`src/rtl/fft_pkg.sv`:
```
// rtl/fft_pkg.sv - shared constants, state encoding and helpers for the SDF FFT controller
//
// Purpose : common definitions for fft_sdf_ctrl and fft_valid_chain.
// Contents: N / LOG2N / SAMPLE_W, per-stage delay table D_TAB (D_k = 16 >> k),
//           controller state enumeration, stage offset and bit-reverse helpers.
// Ports   : none (package).
package fft_pkg;

  localparam int N        = 32;
  localparam int LOG2N    = 5;
  localparam int SAMPLE_W = 19;

  // Delay-line depth of each stage; index k holds D_k.
  localparam logic [LOG2N-1:0][LOG2N-1:0] D_TAB = {5'd1, 5'd2, 5'd4, 5'd8, 5'd16};

  typedef enum logic [1:0] {
    ST_IDLE  = 2'd0,
    ST_RUN   = 2'd1,
    ST_FLUSH = 2'd2
  } state_e;

  // Cycle offset of stage k relative to stage 0: sum of the upstream delay
  // lines plus the pipeline registers behind each upstream butterfly.
  function automatic int stage_off(input int k, input int pipe);
    int off;
    off = 0;
    for (int i = 0; i < k; i++) begin
      off += int'(D_TAB[i]) + pipe;
    end
    return off;
  endfunction

  function automatic logic [LOG2N-1:0] bitrev(input logic [LOG2N-1:0] v);
    logic [LOG2N-1:0] r;
    for (int i = 0; i < LOG2N; i++) begin
      r[i] = v[LOG2N-1-i];
    end
    return r;
  endfunction

endpackage

```
`src/rtl/fft_valid_chain.sv`:
```
// rtl/fft_valid_chain.sv - enable-gated 1-bit valid shift register
//
// Purpose : tracks which datapath slots carry a real sample; advances only
//           when the datapath advances.
// Ports   : clk, rst (async, active-low), en (shift), din (new slot valid),
//           tail (valid bit of the slot leaving the datapath).
module fft_valid_chain #(
  parameter int LEN = 36
) (
  input  logic clk,
  input  logic rst,
  input  logic en,
  input  logic din,
  output logic tail
);

  logic [LEN-1:0] sr_q;
  logic [LEN-1:0] sr_d;

  always_comb begin
    sr_d = sr_q;
    if (en) begin
      sr_d = {sr_q[LEN-2:0], din};
    end
  end

  always_ff @(posedge clk or negedge rst) begin
    if (!rst) begin
      sr_q <= '0;
    end else begin
      sr_q <= sr_d;
    end
  end

  assign tail = sr_q[LEN-1];

endmodule

```
`src/rtl/fft_sdf_ctrl.sv`:
```
// rtl/fft_sdf_ctrl.sv - control sequencer for a 32-point radix-2 single-delay-feedback FFT
//
// Purpose : generates the shared advance enable, per-stage butterfly selects,
//           twiddle ROM addresses, output valid and output frequency index.
// Macro   : FFT_SDF_CTRL_BITREV_EN - when defined, out_idx is the bit-reversed
//           output count (natural frequency index); otherwise the raw count.
// Params  : PIPE - pipeline registers per butterfly stage (0..3).
// Ports   : clk, rst (async, active-low)
//           in_valid  - input sample present
//           flush     - single-cycle drain request
//           en        - advance enable for delay lines and stage registers
//           sel[4:0]  - per-stage select, 0 = fill/bypass, 1 = butterfly
//           tw_addr   - 5 x 4-bit twiddle addresses, field k for stage k
//           out_valid - output sample valid
//           out_idx   - frequency index of the output sample
//           busy      - controller in RUN or FLUSH
module fft_sdf_ctrl
  import fft_pkg::*;
#(
  parameter int PIPE = 1
) (
  input  logic        clk,
  input  logic        rst,
  input  logic        in_valid,
  input  logic        flush,
  output logic        en,
  output logic [4:0]  sel,
  output logic [19:0] tw_addr,
  output logic        out_valid,
  output logic [4:0]  out_idx,
  output logic        busy
);

  localparam int         L    = 31 + 5 * PIPE;
  localparam logic [5:0] L_M1 = 6'(L - 1);

  state_e      state_q, state_d;
  logic [4:0]  cnt_q, cnt_d;
  logic [4:0]  ocnt_q, ocnt_d;
  logic [5:0]  drain_q, drain_d;
  logic        en_c;
  logic        chain_in;
  logic        chain_tail;
  logic        drain_done;
  logic [4:0]  sel_raw;
  logic [19:0] tw_raw;

  always_comb begin
    state_d    = state_q;
    cnt_d      = cnt_q;
    ocnt_d     = ocnt_q;
    drain_d    = drain_q;
    en_c       = 1'b0;
    chain_in   = 1'b0;
    drain_done = 1'b0;
    case (state_q)
      ST_IDLE: begin
        // flush is ignored here; the first sample starts the frame.
        en_c     = in_valid;
        chain_in = in_valid;
        if (in_valid) begin
          state_d = ST_RUN;
        end
      end
      ST_RUN: begin
        // A sample arriving with flush is still accepted this cycle.
        en_c     = in_valid;
        chain_in = in_valid;
        if (flush) begin
          state_d = ST_FLUSH;
          drain_d = '0;
        end
      end
      ST_FLUSH: begin
        // Free-run with bubbles until every in-flight sample has left.
        en_c = 1'b1;
        if (drain_q == L_M1) begin
          drain_done = 1'b1;
          state_d    = ST_IDLE;
          drain_d    = '0;
        end else begin
          drain_d = drain_q + 6'd1;
        end
      end
      default: state_d = ST_IDLE;
    endcase
    if (en_c) begin
      cnt_d = cnt_q + 5'd1;
    end
    if (out_valid) begin
      ocnt_d = ocnt_q + 5'd1;
    end
    if (drain_done) begin
      cnt_d  = '0;
      ocnt_d = '0;
    end
  end

  always_ff @(posedge clk or negedge rst) begin
    if (!rst) begin
      state_q <= ST_IDLE;
      cnt_q   <= '0;
      ocnt_q  <= '0;
      drain_q <= '0;
    end else begin
      state_q <= state_d;
      cnt_q   <= cnt_d;
      ocnt_q  <= ocnt_d;
      drain_q <= drain_d;
    end
  end

  // Gated by rst so an in_valid held high during reset cannot leak out.
  assign en   = en_c & rst;
  assign busy = (state_q != ST_IDLE);

  fft_valid_chain #(.LEN(L)) u_valid_chain (
    .clk  (clk),
    .rst  (rst),
    .en   (en),
    .din  (chain_in),
    .tail (chain_tail)
  );

  assign out_valid = en & chain_tail;

  // Stage k sees sample cnt - OFF_k; its select is the half-frame bit of that
  // local count, and the twiddle address is the remaining low bits scaled up
  // by k (stage k uses every 2^k-th twiddle). The 5-bit shift then truncation
  // to 4 bits is exactly c_k[3-k:0] << k, and is 0 for stage 4.
  for (genvar k = 0; k < 5; k++) begin : g_stage
    localparam logic [4:0] OFF_K = 5'(stage_off(k, PIPE));
    logic [4:0] c_k;
    logic [4:0] tw_sh;
    assign c_k                = cnt_q - OFF_K;
    assign tw_sh              = c_k << k;
    assign sel_raw[k]         = c_k[4-k];
    assign tw_raw[4*k +: 4]   = c_k[4-k] ? 4'h0 : tw_sh[3:0];
  end

  // Stage counters are meaningless before a frame starts, so hold 0 in IDLE.
  assign sel     = busy ? sel_raw : 5'd0;
  assign tw_addr = busy ? tw_raw  : 20'd0;

`ifdef FFT_SDF_CTRL_BITREV_EN
  assign out_idx = bitrev(ocnt_q);
`else
  assign out_idx = ocnt_q;
`endif

endmodule

```
`config.mk`:
```
export PLATFORM = sky130hd
export DESIGN_NAME = fft_sdf_ctrl
export DESIGN_NICKNAME = d
export VERILOG_FILES = /design/src/rtl/fft_pkg.sv /design/src/rtl/fft_valid_chain.sv /design/src/rtl/fft_sdf_ctrl.sv
export SDC_FILE = /design/constraint.sdc
export NUM_CORES = 1
export LEC_CHECK = 0
export CORE_MARGIN = 4
export CORE_UTILIZATION = 32
export CTS_CLUSTER_SIZE = 12
export DETAILED_ROUTE_END_ITERATION = 6
export PLACE_DENSITY = 0.48
export SETUP_SLACK_MARGIN = 0.1
export SYNTH_ARGS = -nofsm -noshare
export SYNTH_HDL_FRONTEND = slang
export SYNTH_SLANG_ARGS = --single-unit
```
`constraint.sdc`:
```
create_clock -name clk -period 2.3 [get_ports clk]
set_input_delay 0.345 -clock clk [delete_from_list [all_inputs] [get_ports clk]]
set_output_delay 0.345 -clock clk [all_outputs]
set_load 0.03 [all_outputs]
```
# After elaboration in Yosys (flattened, before gate mapping)
# Index checks and enable logic that the tools add are counted.
# op_classes
add_sub_neg	7
eq_ne	6
n_mux	21
n_bitwise	2
n_reduce_logical	8
# op_table
operator	n
5-bit two-way mux	5
16-bit two-way mux	1
4-bit two-way mux	4
6-bit two-way mux	2
6-bit one-hot mux with 2 select lines	1
5-bit by 1-bit adder with 5-bit output, second input constant	2
2-bit nonzero test	4
6-bit by 1-bit adder with 6-bit output, second input constant	1
6-bit equality test, second input constant	1
2-bit two-way mux	3
2-bit != test, second input constant	3
2-bit one-hot mux with 3 select lines	1
4-bit by 1-bit subtractor with 4-bit output, second input constant	1
1-bit two-way mux	3
3-bit AND reduction	1
3-bit by 2-bit subtractor with 3-bit output, second input constant	1
1-bit AND	2
2-bit by 1-bit equality test with 1-bit output, second input constant	1
2-bit equality test, second input constant	1
2-bit zero test	1
1-bit one-hot mux with 2 select lines	1
2-bit AND reduction	1
2-bit OR reduction	1
2-bit subtractor, second input constant	1
1-bit subtractor, second input constant	1
# totals
reg_bits	54
in_bits	4
out_inout_bits	33

# Longest topological paths before layout
# depth
depth_word	7
ltp_mapped	6
depth_no_buf	6

# Modules after synthesis
# A second synthesis with hierarchy kept.
# unflattened
cells_unflattened	206
hier_area_um2	2676.3
# modules_own_cells
module	instances	cells_per_inst	area_per_inst_um2	seq_area_each_um2
fft_valid_chain	1	76	1490.2	900.9
fft_sdf_ctrl	1	130	1186.1	450.4

# Least setup slack after synthesis
# OpenSTA, ideal clock, no wires.
# synth_timing
path_type	reg-to-output
start	reg cnt_q[2]
end	out tw_addr[7]
arrival_ps	1571
t_required_ps	1955
slack_ps	384
path_stages_with_launch	7
cell_sequence	dfrtp_1 inv_1 ha_1 a21boi_0 xnor2_1 nand2_1 nor2_1
# synth_between
elab_chain_len	3
# synth_rtl
element	line	rtl
start: declaration	fft_sdf_ctrl.sv:38	logic [4:0] cnt_q, cnt_d;
start signal: assignment	fft_sdf_ctrl.sv:107	cnt_q <= cnt_d;
4-bit by 1-bit subtractor with 4-bit output	fft_sdf_ctrl.sv:135	assign c_k = cnt_q - OFF_K;
4-bit two-way mux	fft_sdf_ctrl.sv:138	assign tw_raw[4*k +: 4] = c_k[4-k] ? 4'h0 : tw_sh[3:0];
16-bit two-way mux	fft_sdf_ctrl.sv:143	assign tw_addr = busy ? tw_raw : 20'd0;
end: declaration	fft_sdf_ctrl.sv:28	output logic [19:0] tw_addr,
# Every way passes these cells.

# Worst setup path in the final report
# layout_timing
start	reg state_q[1]
end	out busy
# layout_between
elab_chain_len	1
# layout_rtl
element	line	rtl
start: declaration	fft_sdf_ctrl.sv:37	state_e state_q, state_d;
start signal: assignment	fft_sdf_ctrl.sv:106	state_q <= state_d;
2-bit nonzero test	fft_sdf_ctrl.sv:115	assign busy = (state_q != ST_IDLE);
end: declaration	fft_sdf_ctrl.sv:31	output logic busy
# Every way passes these cells.

==> impl_metrics.csv <==
group,metric,value,unit
worst_setup_path,arrival,1.73,ns
yosys,yosys_warnings,0,
finish,fin_nets,257,
route,drc_errors,0,
timing,final_hold_viol_count,0,
place,numPortBuffers,26,
finish,final_area,3130,sq um
finish,area_growth,17.3,%
place,dpl.hpwl,3140,um
route,firstDrtPassIters,4,
timing,fin_crit_sh,90.1,%
clocking,cts_root_buffer,"clkbuf_8",
timing,hold_ws,0.456,ns
worst_setup_path,crit_chain,"nor2_1 > inv_1 > clkdlybuf4s50_1",
floorplan,rows,33,
grt,antenna_found_initial,0,
route,routed_wl,4510,um
yosys,synth_cell_type_count,41,
floorplan,die_area,9870,sq um
grt,grt.total_usage,9.65,%
clocking,clk_latency,0.30,ns
clocking,cts_buffers,5,
worst_setup_path,crit_path_end_kind,"primary output",
run_status,outcome,"completed",
yosys,seq_area_frac_synth,50.6,%
yosys,ys_ff_latch,54,
timing,slew_violations,0,
run,maxCapViolCount,0,
floorplan,die_w,99.4,um
grt,grt_pass1_vias,1613,
grt,grt_pass1_wl,7740,um
power_and_ir_drop,p_leak,1.54,nW
power_and_ir_drop,irDropWorstVdd,0.358,mV
grt,grt_max_degree,39,
worst_setup_path,path_buf_inv,2,
route,ant_nets,0,
finish,drive_gt1_share,26.8,%
clocking,cts_tree,"built",
timing,fin_setup_tns,0,ns
timing,period_needed,2.07,ns
floorplan,placeableCoreArea,8180,sq um
route,drt_iter0_drc,42,
yosys,synthFlopType,"dfrtp_1",
worst_setup_path,crit_family,"buffers and inverters",
place,post_dp_cell_area,3020,sq um
hold_path,hp-class,"in -> async",
timing,clock_skew,0.00790,ns
timing,rsz0062_at_grt,"no",
worst_setup_path,cp-start-kind,"register",
finish,antenna_cells,0,
power_and_ir_drop,power.density,1220,nW/um^2
clocking,cts_max_level,2,
yosys,synth.avg_cell_area,12.8,sq um
floorplan,num_io_pins,37,
floorplan,die_h,99.4,um
worst_setup_path,critPathMaxFanout,8,
place,place_congestion,0.722,
yosys,async_reset_ff_share,100,%
clocking,cts.clk_slew.worst_paths,0.10,ns
grt,grt_overflow,0,
worst_setup_path,critical_path_class,"reg -> out",
yosys,syn_inst,208,
timing,fmax,483,MHz
yosys,syn_area,2670,sq um
yosys,synth_edf_count,0,
route,wl_per_cell,12.8,um
worst_setup_path,required,1.96,ns
floorplan,initial_core_util,32.7,%
route,vias,1585,
route,via_per_inst,4.52,
worst_setup_path,cpPeakStageDelay,0.70,ns
timing,setup_viol,0,
worst_setup_path,cpMaxStageDelayCell,"clkdlybuf4s50_1",
clocking,cts_sinks,54,
clocking,clockBufferDepth,2,
==> synth_stat cells, drive strengths merged (3+ instances only) <==
| cell type | n | area share, % |
|---|---|---|
| a211oi | 3 | 1.2 |
| a21oi | 6 | 1.7 |
| and2 | 5 | 1.2 |
| and3 | 3 | 0.70 |
| buf | 14 | 4.8 |
| dfrtp | 54 | 51 |
| ha | 8 | 3.7 |
| inv | 6 | 0.84 |
| mux2 | 35 | 19 |
| nand2 | 13 | 2.7 |
| nand3 | 4 | 0.75 |
| nor2 | 17 | 2.5 |
| nor3 | 5 | 0.94 |
| o21ai | 9 | 1.7 |
| xnor2 | 6 | 2.0 |
==> routing by layer <==
layer,track usage [%],up-vias,part of all wire (%)
li1,-,771,-
met1,13.1,776,51
met2,14.7,32,43
met3,2.81,6,5.1
met4,3.47,0,1.5
met5,0,-,0
==> worst reg2reg max path, delay by kind of cell (launching register included) <==
family	cells	cell delay [ns]
multiplexers	1	0.34
flip-flops	1	0.47
AND/OR/NAND/NOR	3	0.55
buffers and inverters	1	0.19
==> sequential cells by signal, indices dropped and copies added (netlist names) <==
| register | count |
|---|---|
| u_valid_chain.sr_q | 36 |
| drain_q | 6 |
| cnt_q | 5 |
| out_idx | 5 |
| state_q | 2 |
==> cells in the final DEF, fill, tap and decap left out, drive strengths merged <==
cell,instances
and2,5
dlygate4sd3,1
o2111ai,1
o311ai,1
nor2b,2
nor2,17
mux2,35
a211oi,3
o211ai,1
clkbuf,6
dlymetal6s2s,1
clkinvlp,1
clkdlybuf4s50,8
nor3,5
xor2,2
a31oi,1
and3,3
conb,10
buf,14
nand4,1
a22o,1
nand3b,1
dfrtp,54
dlygate4sd2,11
mux2i,1
nand2b,2
nor3b,2
inv,6
nand3,4
o21ai,9
bufinv,1
xnor2,6
ha,8
a32o,1
a21boi,1
nand2,13
a21oi,6
and2b,1
==> cell type report <==
type                    count  area, sq um
fillers                   819         5040
flip-flops and latches     54         1350
multi-input cells         143         1200
repair buffers             35          314
well taps                 105          131
clock buffers               6         72.6
clock inverters             2         37.5
inverters                   6         22.5
==> metrics by stage <==
stage	utilization (%)	cells	total power [mW]	setup slack, ns
5_1_grt	38.3	351	4.08	0.0889
3_5_place_dp	36.9	341	3.30	0.128
4_1_cts	38.2	350	3.86	0.132
6_report	38.3	351	3.81	0.229
3_3_place_gp	36.9	341	3.29	0.157
2_1_floorplan	-	217	2.70	0.384
==> power by group <==
group,internal (mW),switching [mW],total (mW)
Clock,0.325,0.308,0.633
Sequential,1.18,0.197,1.38
Combinational,0.785,1.01,1.80
==> path summary, 6_finish.rpt <==
kind	start	endpoint	slack, ns	depth (start not counted)
hold reg to reg	u_valid_chain.sr_q[31]	u_valid_chain.sr_q[32]	0.51	1
max in group asynchronous	rst	out_idx[3]	1.09	3
hold / removal	rst	out_idx[2]	0.46	2
min in group clk	u_valid_chain.sr_q[31]	u_valid_chain.sr_q[32]	0.51	1
setup reg to reg	state_q[1]	u_valid_chain.sr_q[26]	0.64	5
setup / recovery	state_q[1]	busy	0.23	3
==> logic make-up after synthesis <==
kind of cell               after synthesis  synth area share [%]
DFF                                     54                  50.6
buffers and inverters                   20                  5.62
adders and majority gates                8                  3.75
other                                    1                 0.140
AOI/OAI and AO/OA                       25                  6.75
and+or+nand+nor                         56                  11.3
muxes                                   36                  19.2
xor gates and xnor gates                 8                  2.62
==> what timing repair did <==
action                                  in CTS  in global routing
resized for setup                           12                  3
endpoints found under the setup margin      12                  6
gates cloned                                 0                  0
buffers inserted                             0                  1
hold buffers                                 1                  0
hold endpoints to repair                     3                  0
No activity file was read; power rests on OpenSTA's default activity.
